--- src/rtl/uart_rx_frame_param.sv ---
// Parametrised UART receiver: synchronised, majority-voted rx sampling with
// parity/framing checks and a valid/ready holding register that flags overruns.
module uart_rx_frame_param #(
    parameter int DATA_BITS   = 7,
    parameter int OVERSAMPLE  = 8,
    parameter int PARITY_MODE = 0,
    parameter int STOP_BITS   = 1
) (
    input  logic                 clk,
    input  logic                 rst,
    input  logic                 ena,
    input  logic                 rx,
    output logic [DATA_BITS-1:0] out_data,
    output logic                 out_valid,
    input  logic                 out_ready,
    output logic                 out_parity_err,
    output logic                 out_frame_err,
    output logic                 overrun_err,
    output logic [2:0]           state_out,
    output logic                 busy
);

    localparam int CNT_W = $clog2(OVERSAMPLE);
    localparam logic [CNT_W-1:0] VOTE_PT   = CNT_W'(OVERSAMPLE / 2 + 1);
    localparam logic [CNT_W-1:0] LAST_PT   = CNT_W'(OVERSAMPLE - 1);
    localparam logic [3:0]       DATA_LAST = 4'(DATA_BITS);
    localparam logic [3:0]       STOP_LAST = 4'(STOP_BITS - 1);
    localparam logic             ODD_PAR   = (PARITY_MODE == 2);

    typedef enum logic [2:0] {
        IDLE   = 3'd0,
        START  = 3'd1,
        DATA   = 3'd2,
        PARITY = 3'd3,
        STOP   = 3'd4
    } state_t;

    state_t                 state_reg, state_next;
    logic [1:0]             sync_reg;
    logic [2:0]             vote_sh_reg;
    logic [CNT_W-1:0]       sample_cnt_reg, sample_cnt_next;
    logic [3:0]             bit_cnt_reg, bit_cnt_next;
    logic [DATA_BITS-1:0]   shift_reg, shift_next;
    logic                   parity_err_reg, parity_err_next;
    logic                   frame_err_reg, frame_err_next;
    logic                   frame_done;
    logic                   rxs;
    logic                   vote;
    logic [DATA_BITS:0]     par_chain;

    always_ff @(posedge clk or posedge rst) begin
        if (rst) begin
            sync_reg <= 2'b11;
        end else begin
            sync_reg <= {sync_reg[0], rx};
        end
    end

    assign rxs = sync_reg[1];

    // The register holds the three most recent tick samples; at the vote
    // point these are the samples captured entering counts VOTE_PT-2..VOTE_PT.
    assign vote = (vote_sh_reg[0] & vote_sh_reg[1]) |
                  (vote_sh_reg[0] & vote_sh_reg[2]) |
                  (vote_sh_reg[1] & vote_sh_reg[2]);

    assign par_chain[0] = 1'b0;
    for (genvar gi = 0; gi < DATA_BITS; gi++) begin : g_par
        assign par_chain[gi+1] = par_chain[gi] ^ shift_reg[gi];
    end

    always_comb begin
        state_next      = state_reg;
        sample_cnt_next = sample_cnt_reg;
        bit_cnt_next    = bit_cnt_reg;
        shift_next      = shift_reg;
        parity_err_next = parity_err_reg;
        frame_err_next  = frame_err_reg;
        frame_done      = 1'b0;
        if (ena) begin
            sample_cnt_next = sample_cnt_reg + 1'b1;
            case (state_reg)
                IDLE: begin
                    sample_cnt_next = '0;
                    if (!rxs) begin
                        state_next      = START;
                        parity_err_next = 1'b0;
                        frame_err_next  = 1'b0;
                    end
                end
                START: begin
                    if (sample_cnt_reg == VOTE_PT && vote) begin
                        state_next      = IDLE;
                        sample_cnt_next = '0;
                    end else if (sample_cnt_reg == LAST_PT) begin
                        state_next   = DATA;
                        bit_cnt_next = '0;
                    end
                end
                DATA: begin
                    if (sample_cnt_reg == VOTE_PT) begin
                        shift_next   = {vote, shift_reg[DATA_BITS-1:1]};
                        bit_cnt_next = bit_cnt_reg + 1'b1;
                    end
                    if (sample_cnt_reg == LAST_PT && bit_cnt_reg == DATA_LAST) begin
                        state_next   = (PARITY_MODE != 0) ? PARITY : STOP;
                        bit_cnt_next = '0;
                    end
                end
                PARITY: begin
                    if (sample_cnt_reg == VOTE_PT) begin
                        parity_err_next = ((par_chain[DATA_BITS] ^ vote) != ODD_PAR);
                    end
                    if (sample_cnt_reg == LAST_PT) begin
                        state_next   = STOP;
                        bit_cnt_next = '0;
                    end
                end
                STOP: begin
                    // Finish at the last stop-bit vote so a following start
                    // edge half a bit later is still seen from IDLE.
                    if (sample_cnt_reg == VOTE_PT) begin
                        frame_err_next = frame_err_reg | ~vote;
                        if (bit_cnt_reg == STOP_LAST) begin
                            frame_done      = 1'b1;
                            state_next      = IDLE;
                            sample_cnt_next = '0;
                        end else begin
                            bit_cnt_next = bit_cnt_reg + 1'b1;
                        end
                    end
                end
                default: begin
                    state_next      = IDLE;
                    sample_cnt_next = '0;
                end
            endcase
        end
    end

    always_ff @(posedge clk or posedge rst) begin
        if (rst) begin
            state_reg      <= IDLE;
            vote_sh_reg    <= 3'b111;
            sample_cnt_reg <= '0;
            bit_cnt_reg    <= '0;
            shift_reg      <= '0;
            parity_err_reg <= 1'b0;
            frame_err_reg  <= 1'b0;
        end else begin
            state_reg      <= state_next;
            sample_cnt_reg <= sample_cnt_next;
            bit_cnt_reg    <= bit_cnt_next;
            shift_reg      <= shift_next;
            parity_err_reg <= parity_err_next;
            frame_err_reg  <= frame_err_next;
            if (ena) begin
                vote_sh_reg <= {vote_sh_reg[1:0], rxs};
            end
        end
    end

    // Holding register: a completed frame is only dropped when the previous
    // word is still unaccepted in the same cycle.
    always_ff @(posedge clk or posedge rst) begin
        if (rst) begin
            out_data       <= '0;
            out_valid      <= 1'b0;
            out_parity_err <= 1'b0;
            out_frame_err  <= 1'b0;
            overrun_err    <= 1'b0;
        end else begin
            overrun_err <= 1'b0;
            if (frame_done) begin
                if (!out_valid || out_ready) begin
                    out_data       <= shift_reg;
                    out_parity_err <= parity_err_reg;
                    out_frame_err  <= frame_err_next;
                    out_valid      <= 1'b1;
                end else begin
                    overrun_err <= 1'b1;
                end
            end else if (out_valid && out_ready) begin
                out_valid <= 1'b0;
            end
        end
    end

    assign state_out = state_reg;
    assign busy      = (state_reg != IDLE);

endmodule

--- config.mk ---
export PLATFORM = sky130hd
export DESIGN_NAME = uart_rx_frame_param
export DESIGN_NICKNAME = d
export VERILOG_FILES = /design/src/rtl/uart_rx_frame_param.sv
export SDC_FILE = /design/constraint.sdc
export NUM_CORES = 1
export LEC_CHECK = 0
export ABC_AREA = 1
export CORE_UTILIZATION = 50
export DETAILED_ROUTE_END_ITERATION = 16
export DONT_BUFFER_PORTS = 1
export SYNTH_ARGS = -nofsm -noshare
export SYNTH_HDL_FRONTEND = slang
export SYNTH_SLANG_ARGS = --single-unit
--- constraint.sdc ---
create_clock -name clk -period 3.4 [get_ports clk]
set_clock_uncertainty 0.1 [all_clocks]
set_input_delay 0.51 -clock clk [delete_from_list [all_inputs] [get_ports clk]]
set_output_delay 0.51 -clock clk [all_outputs]
set_load 0.03 [all_outputs]
==> flow_summary.ini <==
[die]
core-area_um2 = 3440
dieWidth_um = 62.7
num_io_pins = 20
start_util = 0.535
fp-row-count = 21
die_h_um = 62.7
dieArea_um2 = 3930

[worst_hold_path]
hp-class = input port to asynchronous set/reset pin

[sta]
grt_setup_unrepaired = no
fmax_mhz = 507
tightest_slew_ns = 0.492
fin_tns_setup_ns = 0
finalCritPeriodShare = 0.580
setup_viol = 0
setup_slack_ns = 1.43
holdWs_ns = 0.109
slew_violations = 0
slew_headroom = 0.672
final-hold-violation-count = 0
fin_crit_ns = 1.97

[synthesis]
synth_cells = 216
netlist.area_leader.share = 0.408
ys_top_cells_by_area = dfrtp_1, nand2_1, dfstp_2
synthDistinctLibCells = 30
yosys_warnings = 0
yosysTopAreaCell = dfrtp_1
yosys_register_bits = 35
syn_area_per_cell_um2 = 8.52
syn-num-nets = 226
seq_area_frac_synth = 0.479
syn_area_um2 = 1840

[grt]
grt_pass1_wl_mm = 5.84
grt.overflow.total = 0
grt_pass1_vias = 1307
grt_max_degree = 36
track_usage = 0.192
antenna_found_initial = 0

[setup_path]
crit_arrival_ns = 1.36
path_delay_family = flip-flops
reg2reg_depth = 7
cp.buffers_inverters = 0
required_ns = 2.79
end_kind = output pin
rrSetupSlack_ns = 1.44
worstSetupPathType = register to output pin
cp_cell_sequence = nor2_2 -> nand2_1
crit_fanout = 5
cp-start-kind = register
slowest_stage = dfrtp_1
max_stage_delay_ns = 0.55
worstReg2RegStart = state_out[1]
r2r-end = state_out[1]

[drt]
drt_pass1_iterations = 4
ant_nets = 0
viasPerCell = 4.96
wl_mm = 3.29
wl_per_cell_um = 12.3
dr_total_vias = 1329
drc = 0
first_iter_violations = 51

[clock_tree]
root_buffer = clkbuf_8
numCtsBuffers = 5
postCtsSetupBuffers = 0
cts_tree = yes
htreeDepth = 2
ctsResizeCount = 0
cts_sinks = 35
insertion_delay_ns = 0.29
clock_path_buffers = 2
cts_hold_buf = 0
path_clk_slew_ns = 0.07

[power]
leakagePower_uw = 0.000970
p_total_uw = 1140
power_density_nw_per_um2 = 578
vdd_drop_max_mv = 0.341

[final_layout]
layout_commonest_cell = nand2_1
drive_above_1_share = 0.212
most-common-layout-cells = nand2_1, dfrtp_1, inv_1
area_growth_pct = 7.07
fin_nets = 231
antenna_cells = 0

[flow_run]
drv_cap = 0

[placement]
post-dp-hpwl_mm = 2.45
port_buffers = 0
place_congestion = 0.885
dp_worst_setup_slack_ns = 1.46

[outcome]
outcome = completed
## worst max path at each step
stage / startpoint / endpoint / slack (ns) / depth (start not counted)
after floorplan: state_out[1] / state_out[2] / 1.70 / 7
after global placement: state_out[1] / state_out[1] / 1.58 / 7
after detailed placement: state_out[1] / state_out[1] / 1.46 / 7
after CTS: state_out[1] / busy / 1.41 / 2
after global routing: state_out[0] / state_out[1] / 1.33 / 7
final: state_out[1] / busy / 1.43 / 2
## worst reg2reg max path, delay by kind of cell (launching register included)
family / cells / cell delay (ns)
DFF: 1 / 0.55
AOI/OAI and AO/OA: 3 / 0.45
and+or+nand+nor: 4 / 0.78
## where the power goes
group / internal (µW) / switching (µW)
clock: 142 / 153
combinational: 93.6 / 211
sequential: 461 / 77.5
## logic make-up (layout without fill, tap and decap cells)
kind of cell	Yosys count	in the layout	share of synthesized area
xor gates and xnor gates	4	4	0.0190
AOI/OAI and AO/OA	32	32	0.118
buffers and inverters	37	43	0.0823
DFF	35	35	0.479
muxes	1	1	0.00816
and+or+nand+nor	102	102	0.259
adders and majority gates	5	5	0.0340
## through the flow
step,area (µm²),util,cells
after floorplan,1840,-,216
after global placement,1880,0.547,260
after detailed placement,1880,0.547,260
after CTS,1970,0.573,268
after global routing,1970,0.573,268
final,1970,0.573,268
## metal layers
metal  up-vias  track usage  wire length, µm
met5         -            0                0
met1       601        0.265             1630
met3         8       0.0511              137
met4         0       0.0727               61
met2        30        0.287             1460
li1        690            -                -
## final cells by class
| type | count | area, µm² |
|---|---|---|
| fill | 321 | 1470 |
| sequential | 35 | 882 |
| multi-input combinational | 144 | 807 |
| inverter | 34 | 128 |
| clock buffer | 5 | 68.8 |
| tap | 46 | 57.6 |
| clock inverter | 3 | 20.0 |
| timing repair buffer | 1 | 7.51 |
## Yosys cell counts (all sizes together)
cell type,instances
nor3,2
xor2,1
o21ai,28
nand3b,1
dfrtp,30
a21oi,2
ha,5
mux2,1
inv,34
o22ai,1
xnor2,3
nand4,2
nor2,8
buf,3
nand3,16
a21o,1
dfstp,5
nand2,73
Power figures use the tool's default switching activity.
